===== config.mk =====
export PLATFORM = sky130hd
export DESIGN_NAME = traffic_phase_ctrl
export DESIGN_NICKNAME = d
export VERILOG_FILES = /design/src/rtl/traffic_phase_ctrl.sv
export SDC_FILE = /design/constraint.sdc
export NUM_CORES = 1
export LEC_CHECK = 0
export CORE_UTILIZATION = 65
export CTS_BUF_LIST = sky130_fd_sc_hd__clkbuf_8
export DETAILED_ROUTE_END_ITERATION = 10
export DONT_BUFFER_PORTS = 1
export PLACE_DENSITY_LB_ADDON = 0.25
export SYNTH_ARGS = -nofsm -noshare
export SYNTH_HDL_FRONTEND = slang
export SYNTH_SLANG_ARGS = --single-unit

===== constraint.sdc =====
create_clock -name sys_clk -period 4.9 [get_ports sys_clk]
set_input_delay 0.245 -clock sys_clk [delete_from_list [all_inputs] [get_ports sys_clk]]
set_output_delay 0.245 -clock sys_clk [all_outputs]
set_load 0.005 [all_outputs]

===== src/rtl/traffic_phase_ctrl.sv =====
// Traffic-signal phase sequencer: per-phase programmable green/yellow timing with an
// all-red clearance between phases, plus hold, flashing-yellow and manual-step modes.
module traffic_phase_ctrl #(
    parameter int PHASES     = 4,
    parameter int TW         = 10,
    parameter int TICK_DIV   = 50000000,
    parameter int GREEN_DEF  = 30,
    parameter int YELLOW_DEF = 3,
    parameter int CLEAR_T    = 2,
    localparam int PW = (PHASES > 1) ? $clog2(PHASES) : 1,
    localparam int CW = (TICK_DIV > 1) ? $clog2(TICK_DIV) : 1
) (
    input  logic              sys_clk,
    input  logic              sys_rst,
    input  logic [1:0]        mode,
    input  logic              step,
    input  logic              cfg_we,
    input  logic [PW-1:0]     cfg_phase,
    input  logic [TW-1:0]     cfg_green,
    input  logic [TW-1:0]     cfg_yellow,
    output logic [PW-1:0]     phase,
    output logic [PHASES-1:0] grn,
    output logic [PHASES-1:0] yel,
    output logic [PHASES-1:0] red,
    output logic [TW-1:0]     remain_time,
    output logic              tick
);

    typedef enum logic [2:0] {
        ST_CLEAR  = 3'd0,
        ST_GREEN  = 3'd1,
        ST_YELLOW = 3'd2,
        ST_HOLD   = 3'd3,
        ST_FLASH  = 3'd4
    } state_t;

    state_t            state_r, state_s;
    logic [CW-1:0]     tick_cnt_r;
    logic              first_r, first_s;
    logic              flash_r, flash_s;
    logic [TW-1:0]     grn_tab_r [PHASES];
    logic [TW-1:0]     yel_tab_r [PHASES];
    logic              cfg_wr_s;
    logic [PW-1:0]     next_phase_s, phase_s;
    logic [TW-1:0]     green_ld_s, yellow_ld_s, remain_s;
    logic [PHASES-1:0] grn_s, yel_s, red_s;

    function automatic logic [TW-1:0] at_least_one(input logic [TW-1:0] d);
        return (d == '0) ? TW'(1) : d;
    endfunction

    assign cfg_wr_s = cfg_we && (32'(cfg_phase) < PHASES);

    // One-second tick: free-running divider, pulse registered after the terminal count
    always_ff @(posedge sys_clk or posedge sys_rst) begin
        if (sys_rst) begin
            tick_cnt_r <= '0;
            tick       <= 1'b0;
        end else begin
            tick <= (tick_cnt_r == CW'(TICK_DIV - 1));
            if (tick_cnt_r == CW'(TICK_DIV - 1)) tick_cnt_r <= '0;
            else                                 tick_cnt_r <= tick_cnt_r + CW'(1);
        end
    end

    // Duration table; out-of-range phase writes are dropped
    always_ff @(posedge sys_clk or posedge sys_rst) begin
        if (sys_rst) begin
            for (int i = 0; i < PHASES; i++) begin
                grn_tab_r[i] <= TW'(GREEN_DEF);
                yel_tab_r[i] <= TW'(YELLOW_DEF);
            end
        end else if (cfg_wr_s) begin
            grn_tab_r[cfg_phase] <= cfg_green;
            yel_tab_r[cfg_phase] <= cfg_yellow;
        end
    end

    // Interval lengths to load; a same-cycle write to the loaded phase is forwarded
    always_comb begin
        next_phase_s = '0;
        green_ld_s   = '0;
        yellow_ld_s  = '0;
        if (first_r || phase == PW'(PHASES - 1)) next_phase_s = '0;
        else                                     next_phase_s = phase + PW'(1);
        if (cfg_wr_s && cfg_phase == next_phase_s) green_ld_s = at_least_one(cfg_green);
        else                                       green_ld_s = at_least_one(grn_tab_r[next_phase_s]);
        if (cfg_wr_s && cfg_phase == phase) yellow_ld_s = at_least_one(cfg_yellow);
        else                                yellow_ld_s = at_least_one(yel_tab_r[phase]);
    end

    // Next state: mode overrides first, then manual step, then tick-driven countdown
    always_comb begin
        state_s  = state_r;
        phase_s  = phase;
        remain_s = remain_time;
        first_s  = first_r;
        flash_s  = flash_r;
        case (mode)
            2'd1: begin
                state_s  = ST_HOLD;
                remain_s = '0;
                first_s  = 1'b0;
            end
            2'd2: begin
                if (state_r != ST_FLASH) begin
                    state_s  = ST_FLASH;
                    remain_s = '0;
                    flash_s  = 1'b0;
                    first_s  = 1'b0;
                end else if (tick) begin
                    flash_s = ~flash_r;
                end else begin
                    flash_s = flash_r;
                end
            end
            default: begin
                if (state_r == ST_HOLD || state_r == ST_FLASH) begin
                    state_s  = ST_CLEAR;
                    remain_s = TW'(CLEAR_T);
                end else if (mode == 2'd3 && state_r == ST_GREEN) begin
                    // manual hold: green is frozen until a step releases it
                    if (step) begin
                        state_s  = ST_YELLOW;
                        remain_s = yellow_ld_s;
                    end else begin
                        state_s = state_r;
                    end
                end else if (tick) begin
                    if (remain_time > TW'(1)) begin
                        remain_s = remain_time - TW'(1);
                    end else begin
                        case (state_r)
                            ST_CLEAR: begin
                                state_s  = ST_GREEN;
                                phase_s  = next_phase_s;
                                remain_s = green_ld_s;
                                first_s  = 1'b0;
                            end
                            ST_GREEN: begin
                                state_s  = ST_YELLOW;
                                remain_s = yellow_ld_s;
                            end
                            default: begin
                                state_s  = ST_CLEAR;
                                remain_s = TW'(CLEAR_T);
                            end
                        endcase
                    end
                end else begin
                    state_s = state_r;
                end
            end
        endcase
    end

    // Lamp vectors derived from the next state so they register alongside it
    always_comb begin
        grn_s = '0;
        yel_s = '0;
        red_s = '1;
        case (state_s)
            ST_GREEN: begin
                grn_s[phase_s] = 1'b1;
                red_s[phase_s] = 1'b0;
            end
            ST_YELLOW: begin
                yel_s[phase_s] = 1'b1;
                red_s[phase_s] = 1'b0;
            end
            ST_FLASH: begin
                red_s = '0;
                yel_s = flash_s ? '1 : '0;
            end
            default: begin
                red_s = '1;
            end
        endcase
    end

    // State and output registers
    always_ff @(posedge sys_clk or posedge sys_rst) begin
        if (sys_rst) begin
            state_r     <= ST_CLEAR;
            phase       <= '0;
            remain_time <= TW'(CLEAR_T);
            first_r     <= 1'b1;
            flash_r     <= 1'b0;
            grn         <= '0;
            yel         <= '0;
            red         <= '1;
        end else begin
            state_r     <= state_s;
            phase       <= phase_s;
            remain_time <= remain_s;
            first_r     <= first_s;
            flash_r     <= flash_s;
            grn         <= grn_s;
            yel         <= yel_s;
            red         <= red_s;
        end
    end

endmodule


Yosys cells after proc, flatten, opt, wreduce, memory -nomap -nowiden
Index checks and enable logic that the tools add are counted.
Widths: inputs -> output; s select.

operators by class
  $add $sub $neg = 3
  multipliers = 0
  div/mod/pow operators = 0
  magnitude comparators = 7
  equality and inequality tests = 19
  shift-type cells = 0
  mux-type cells = 56
  bitwise gates (word level) = 5
  reduce and logical (&&, ||, !) cells = 19

operator list
  cell                   number
  $mux 10                17
  $bwmux 40              2
  $bmux 10 s2            2
  $logic_not 10->1       4
  $pmux 10 s2            2
  $add 26x1->26 const B  1
  $eq 26x26->1 const B   1
  $mux 26                1
  $demux 10 s2           1
  $mux 3                 6
  $pmux 4 s2             2
  $mux 2                 7
  $gt 10x1->1 const B    1
  $mux 1                 10
  $sub 10x1->10 const B  1
  $ge 3x3->1 const B     3
  $ne 3x1->1 const B     3
  $not 2->3              3
  $mux 4                 2
  $eq 2x2->1 const B     3
  $eq 3x1->1 const B     2
  $eq 3x2->1 const B     2
  $eq 3x3->1 const B     2
  $pmux 3 s2             1
  22 further kinds       30

word-level totals
  flip-flop bits (word level) = 136
  bits in latches = 0
  bits in writable memories = 0
  ROM bits = 0
  input bits = 28
  logic and storage cells = 127
  memories kept = 0

Logic depth before layout (Yosys ltp)
Gate-level depths: netlist (run 1).

  depth after elaboration = 16
  depth in mapped cells = 10
  gate-level depth less buffers = 9

Worst setup path after synthesis (run 1)
Ideal clock, no wire load.

  path kind = register to register
  from = register phase[0]
  to = register remain_time[0]
  library setup time = 0.116 ns
  arrival time = 2.510 ns
  path slack = 2.274 ns
  cell stages (with the launch flop) = 10
  buffers on the path = 2
  period minus slack after synthesis = 2.626 ns
  path through = dfrtp_1 ha_1 clkbuf_1 or3b_2 buf_2 a211oi_1 o32ai_1 a2111oi_0 a31oi_1 o311ai_0

on the way
  word-level cells in the longest chain between the ends = 16
  elaborated cells between the ends (all ways) = 29
  those cells by class = add/sub (1); eq/ne (3); mux (18); bitwise (2); reduce/logical (5)

ends and longest elaborated chain
  item                                                  line  text
  start: declaration                                    21    output logic [PW-1:0] phase,
  start signal: assignment                              194   phase <= phase_s;
  branches (longest 13 deep; another with $add 2x1->2)  -
  $mux 10 (*)                                           121   end else if (mode == 2'd3 && state_r == ST_GREEN) begin
  $mux 10 (*)                                           118   if (state_r == ST_HOLD || state_r == ST_FLASH) begin
  $pmux 10 s2 (*)                                       99    case (mode)
  end signal: assignment                                186   remain_time <= TW'(CLEAR_T);
  end signal: assignment                                195   remain_time <= remain_s;
  end: declaration                                      25    output logic [TW-1:0] remain_time,

Every way passes the cells marked *. The select of a mux whose other input is x is not followed.
A chain may end at the register's enable or synchronous reset.

Final worst setup path (run 1)
  from = register phase[1]
  to = register remain_time[0]

The elaborated chain is that of the path after synthesis.

==> flow_metrics.env, run 1 <==
export IMPL_vias_per_cell=6.70
export IMPL_gp_congestion=0.887
export IMPL_drc=0
export IMPL_hold_class="in -> reg"
export IMPL_fmax_mhz=294
export IMPL_netlist_instances=659
export IMPL_fin_crit_ps=3400
export IMPL_report_final_slew_viol_count=0
export IMPL_core_area_mm2=0.0109
export IMPL_fillerInstances=729
export IMPL_post_cts_setup_buffers=0
export IMPL_grt_usage_pct=32.7
export IMPL_fin_crit_sh_pct=69.4
export IMPL_clock_sinks=136
export IMPL_syn_cell_area_mm2=0.00735
export IMPL_placement_io_buffers=0
export IMPL_avgSynthCellArea_um2=11.2
export IMPL_yosysTopAreaCell="dfrtp_1"
export IMPL_ant_nets=0
export IMPL_ys_types=78
export IMPL_cellPowerDensity_mw_per_mm2=416
export IMPL_hold_depth=3
export IMPL_cp_max_fo=18
export IMPL_slew_headroom_pct=20.1
export IMPL_worst_ep_arrival_time_ps=3740
export IMPL_cts_tree="done"
export IMPL_regToRegEndpoint="remain_time[0]$_DFFE_PP0P_"
export IMPL_synth_commonest_cells="dfrtp_1, mux2_2, nor2_1"
export IMPL_grt_max_degree=81
export IMPL_min_to="remain_time[7]$_DFFE_PP0P_"
export IMPL_grt_pass1_wl_um=28600
export IMPL_p_leak_nw=3.33
export IMPL_fin_nets=707
export IMPL_grt_setup_unrepaired="no"
export IMPL_diodes=0
export IMPL_synth_top_area_share_pct=36.1
export IMPL_cts_root_buf="clkbuf_8"
export IMPL_start_util_pct=67.2
export IMPL_cts_resized_gates=0
export IMPL_yosys_warnings=0
export IMPL_clkTransAtPathRegs_ps=80
export IMPL_yosysMostFrequentCell="dfrtp_1"
export IMPL_ir_drop_v=0.000466
export IMPL_ctsHtreeMaxLevel=4
export IMPL_tightestPinTransition_ps=1190
export IMPL_synth_edff_count=0
export IMPL_setup_tns_final_ps=0
export IMPL_first_iter_violations=462
export IMPL_yosys_most_used_dff="dfrtp_1"
export IMPL_wl_um=17700
export IMPL_drive_gt1_share_pct=27.0
export IMPL_grt_ovfl_total=0
export IMPL_worst_setup_path_type="reg -> reg"
export IMPL_antenna_found_initial=0
export IMPL_r2r_start="phase[1]$_DFF_PP0_"
export IMPL_synth_area_leaders="dfrtp_1, mux2_2, dfstp_2"
export IMPL_hpwlAfterDp_um=12200
export IMPL_syn2layout_area_growth_pct=9.62
export IMPL_synth_seq_cells=136
export IMPL_ios=53
export IMPL_ys_async_sr_fraction_pct=100
export IMPL_syn_nets=695
export IMPL_numCtsBuffers=17
export IMPL_startpoint_type="register"
export IMPL_total_power_mw=3.36
export IMPL_chipWidth_um=108
export IMPL_wl_per_cell_um=21.5
export IMPL_r2r_cells=6
export IMPL_clkLatencyLatePin_ps=450
export IMPL_fp_dieH_um=108
export IMPL_drt_pass1_iterations=5
export IMPL_worstPathRequired_ps=5240
export IMPL_die_area_mm2=0.0117
export IMPL_maxCapViolations=0
export IMPL_finalSetupViolations=0
export IMPL_hold_ws_ps=73.1
export IMPL_clock_skew_ps=9.87
export IMPL_vias=5520
export IMPL_ys_seq_area_share_pct=46.8
export IMPL_finish_utilization_pct=73.7
export IMPL_outcome="completed"
export IMPL_critPathCaptureType="register"
export IMPL_hp_start="cfg_yellow[7]"
export IMPL_rows=38
export IMPL_r2r_slack_ps=1500
export IMPL_cts_path_max_buffers=2
export IMPL_hold_viol_final=0
export IMPL_grt_pass1_vias=5510
[critical path: stages, from the launching register on]
cell and delay, ps:
dfrtp_1 900, ha_1 460, or4_1 770, o221a_2 370, a2111oi_0 370, a31oi_1 150
o311ai_0 270
[final cells by class]
class                   instances  area [µm²]  share of cell area, %
multi-input cells             472        3690                   45.8
flip-flops and latches        136        3440                   42.7
clock buffers                  20         275                   3.42
repair buffers                 27         255                   3.17
well taps                     140         175                   2.17
clock inverters                12         150                   1.86
inverters                      17        68.8                  0.854
[repair_timing]
action,in CTS,in global routing
endpoints found under the hold margin,145,0
endpoints found under the setup margin,0,0
hold buffers,21,0
[logic make-up after synthesis]
kind of cell             Yosys count  share of synthesized area [%]
flip-flops                       136                           46.8
AO/OA/AOI/OAI                    135                           13.2
adder cells (fa/ha/maj)            8                           1.36
AND/OR/NAND/NOR                  190                           14.0
XOR/XNOR                          28                           3.34
buffers and inverters             51                           3.03
multiplexers                     111                           18.3
[cells in the final DEF (no fill, tap or decap), types with 5 or more instances in the layout]
master           n
nor3_1          18
dlygate4sd3_1   21
nor4_1           7
o22ai_1         11
nand3_1         22
nand2_1         35
mux4_2          10
a21oi_1         24
or4_1            7
buf_4            6
ha_1             8
nor2_1          41
xnor2_1         14
a211oi_1         7
mux2_2          85
clkbuf_8        20
and3_1           5
nor2b_1          5
dfrtp_1        106
a2bb2oi_1        5
nor3b_1          7
dfstp_2         30
xor2_1          14
o21ai_0         22
nand4_1         11
o221ai_1         7
and2_1           5
mux2i_1         16
inv_1           17
[worst max-delay path by stage]
stage | startpoint | endpoint | slack, ps | depth (start not counted)
global route | phase[1]$_DFF_PP0_ | remain_time[0]$_DFFE_PP0P_ | 1150 | 7
CTS | phase[1]$_DFF_PP0_ | remain_time[0]$_DFFE_PP0P_ | 1520 | 6
detailed placement | phase[1]$_DFF_PP0_ | remain_time[0]$_DFFE_PP0P_ | 1560 | 6
global placement | phase[1]$_DFF_PP0_ | remain_time[0]$_DFFE_PP0P_ | 1570 | 7
finish | phase[1]$_DFF_PP0_ | remain_time[0]$_DFFE_PP0P_ | 1500 | 6
floorplan | sys_rst | flash_r$_DFF_PP0_ | 1070 | 1
[power breakdown]
part           internal [mW]  switching [mW]
combinational          0.400           0.500
clock                  0.542           0.435
sequential              1.33           0.150
total                   2.27            1.08
[metal layers]
layer  GRT usage, %  wire, µm  up-vias
met4           11.0       234        0
met3           8.38      1190       19
met1           43.8      7810     2779
li1               -         -     2507
met5              0         0        -
met2           52.0      8500      215
[stage by stage]
stage	setup slack (ps)	cells	instance area, µm²
6_report	1500	824	8060
5_1_grt	1150	824	8060
4_1_cts	1520	824	8060
3_5_place_dp	1560	771	7420
3_3_place_gp	1570	771	7420
2_1_floorplan	1070	659	7350
[flip-flops by register name, summed over array words and instances, names as in the netlist]
signal       cells
state_r          3
flash_r          1
yel_tab_r       40
tick_cnt_r      26
tick             1
phase            2
red              4
grn_tab_r       40
grn              4
remain_time     10
first_r          1
yel              4
Note: power is estimated with default switching activity, not from simulation.
==> inputs of run 2 (changes only) <==
- CORE_UTILIZATION: 65 -> 60
- clock period: 4.9 -> 2.91 ns (I/O delays scaled with it)
==> flow_metrics.env, run 2 (synthesis gave the netlist of run 1 again) <==
export IMPL_final_common_cell="dfrtp_1"
export IMPL_cts_tree="done"
export IMPL_wl_per_cell_um=21.1
export IMPL_drive_gt1_share_pct=29.3
export IMPL_hold_depth=2
export IMPL_reg_largest_list="grn_tab_r: 40 flops, yel_tab_r: 40 flops, tick_cnt_r: 26 flops"
export IMPL_placement_io_buffers=0
export IMPL_ios=53
export IMPL_rows=40
export IMPL_vias_per_cell=6.57
export IMPL_startpoint_type="register"
export IMPL_critical_path_max_stage_delay_ps=730
export IMPL_hold_class="in -> reg"
export IMPL_worst_setup_path_type="reg -> reg"
export IMPL_regToRegEndpoint="red[1]$_DFF_PP1_"
export IMPL_chipWidth_um=113
export IMPL_outcome="completed"
export IMPL_worstPathRequired_ps=3280
export IMPL_hold_viol_final=0
export IMPL_cp_max_fo=8
export IMPL_antenna_found_initial=0
export IMPL_gp_congestion=0.968
export IMPL_wl_um=18000
export IMPL_ctsHtreeMaxLevel=4
export IMPL_p_leak_nw=3.44
export IMPL_clkLatencyLatePin_ps=460
export IMPL_r2r_slack_ps=130
export IMPL_slew_headroom_pct=54.6
export IMPL_path_delay_family="simple AND/OR/NAND/NOR gates"
export IMPL_r2r_cells=7
export IMPL_maxCapViolations=0
export IMPL_ir_drop_v=0.000408
export IMPL_syn2layout_area_growth_pct=11.7
export IMPL_fin_crit_ps=2780
export IMPL_critPathBufInv=1
export IMPL_hp_start="cfg_yellow[5]"
export IMPL_worst_ep_arrival_time_ps=3150
export IMPL_fp_dieH_um=113
export IMPL_clock_sinks=136
export IMPL_vias=5613
export IMPL_fin_nets=730
export IMPL_critPathCaptureType="register"
export IMPL_first_iter_violations=514
export IMPL_diodes=0
export IMPL_grt_pass1_vias=5623
export IMPL_core_area_mm2=0.0120
export IMPL_hpwlAfterDp_um=12300
export IMPL_finalSetupViolations=0
export IMPL_min_to="remain_time[5]$_DFFE_PP0P_"
export IMPL_numCtsBuffers=17
export IMPL_start_util_pct=61.5
export IMPL_clock_skew_ps=9.63
export IMPL_crit_chain="or4_4 > or4_1 > buf_4 > o21ai_2 > a21oi_1 > o211ai_1 > o22ai_1"
export IMPL_cellPowerDensity_mw_per_mm2=674
export IMPL_cts_path_max_buffers=2
export IMPL_drc=0
export IMPL_grt_max_degree=87
export IMPL_cpMaxStageDelayCell="or4_1"
export IMPL_post_cts_setup_buffers=0
export IMPL_drt_pass1_iterations=5
export IMPL_grt_ovfl_total=0
export IMPL_clkTransAtPathRegs_ps=80
export IMPL_r2r_start="remain_time[6]$_DFFE_PP0P_"
export IMPL_setup_tns_final_ps=0
export IMPL_grt_setup_unrepaired="no"
export IMPL_report_final_slew_viol_count=0
export IMPL_hold_ws_ps=58.9
export IMPL_fin_crit_sh_pct=95.4
export IMPL_cts_root_buf="clkbuf_8"
export IMPL_final_cell_mix="dfrtp_1, mux2_2, nor2_1, nand2_1, dfstp_2"
export IMPL_grt_usage_pct=30.5
export IMPL_grt_pass1_wl_um=29300
export IMPL_die_area_mm2=0.0127
export IMPL_tightestPinTransition_ps=679
export IMPL_ant_nets=0
export IMPL_fmax_mhz=360
==> run 2: changes by cell type in the layout (fill, tap and decap cells not counted) <==
cell       before  now
a2111oi_0       1    0
inv_6           2    0
buf_4           6   27
a2111oi_2       0    1
clkinv_2        3    5
buf_12          0    2
nor3_1         18   17
clkinv_4        2    1
nor3_2          0    1
bufinv_16       3    1
o311ai_0        4    2
o311ai_1        0    2
inv_1          17   20
==> run 2: report_power, final <==
group	internal, mW	switching (mW)	leakage [nW]
combinational	0.763	0.900	1.58
sequential	2.24	0.206	1.65
clock	0.723	0.699	0.203
total	3.72	1.81	3.44
==> run 2: per-layer routing <==
layer	GRT usage [%]	share of wire [%]	vias to the layer above
met1	42.2	44	2784
met2	46.5	47	251
li1	-	-	2550
met3	7.56	7.4	28
met4	11.7	1.9	0
met5	0	0	-
==> run 2: layout make-up <==
type                       instances  area, µm²
fill                             877       3750
multi-input combinational        472       3700
sequential                       136       3440
timing repair buffer              50        453
clock buffer                      20        275
tap                              147        184
clock inverter                    12       86.3
inverter                          17       67.6
==> run 2: how the worst max path moves through the flow <==
stage	startpoint	to	slack [ps]	cells after the start
after floorplan	phase[0]$_DFF_PP0_	remain_time[0]$_DFFE_PP0P_	280	9
after global placement	phase[0]$_DFF_PP0_	remain_time[0]$_DFFE_PP0P_	200	8
after detailed placement	phase[0]$_DFF_PP0_	remain_time[0]$_DFFE_PP0P_	180	8
after CTS	phase[0]$_DFF_PP0_	remain_time[0]$_DFFE_PP0P_	160	8
after global routing	remain_time[1]$_DFFE_PP1P_	red[1]$_DFF_PP1_	0.9	9
final	remain_time[6]$_DFFE_PP0P_	red[1]$_DFF_PP1_	130	7
==> run 2: per-stage QoR <==
step           worst slack (ps)  std cells  power [mW]  util [%]  cell area [µm²]
3_5_place_dp                178        801        4.06      63.8             7630
6_report                    133        854        5.53      68.6             8210
5_1_grt                   0.892        854        5.82      68.6             8210
3_3_place_gp                201        801        4.02      63.8             7630
2_1_floorplan               284        659        3.64         -             7350
4_1_cts                     157        854        5.52      68.5             8200
==> run 2: timing repair <==
action / in CTS / in global routing
hold buffers: 21 / 0
resized for setup: 0 / 5
endpoints found under the hold margin: 190 / 0
setup endpoints to repair: 0 / 2
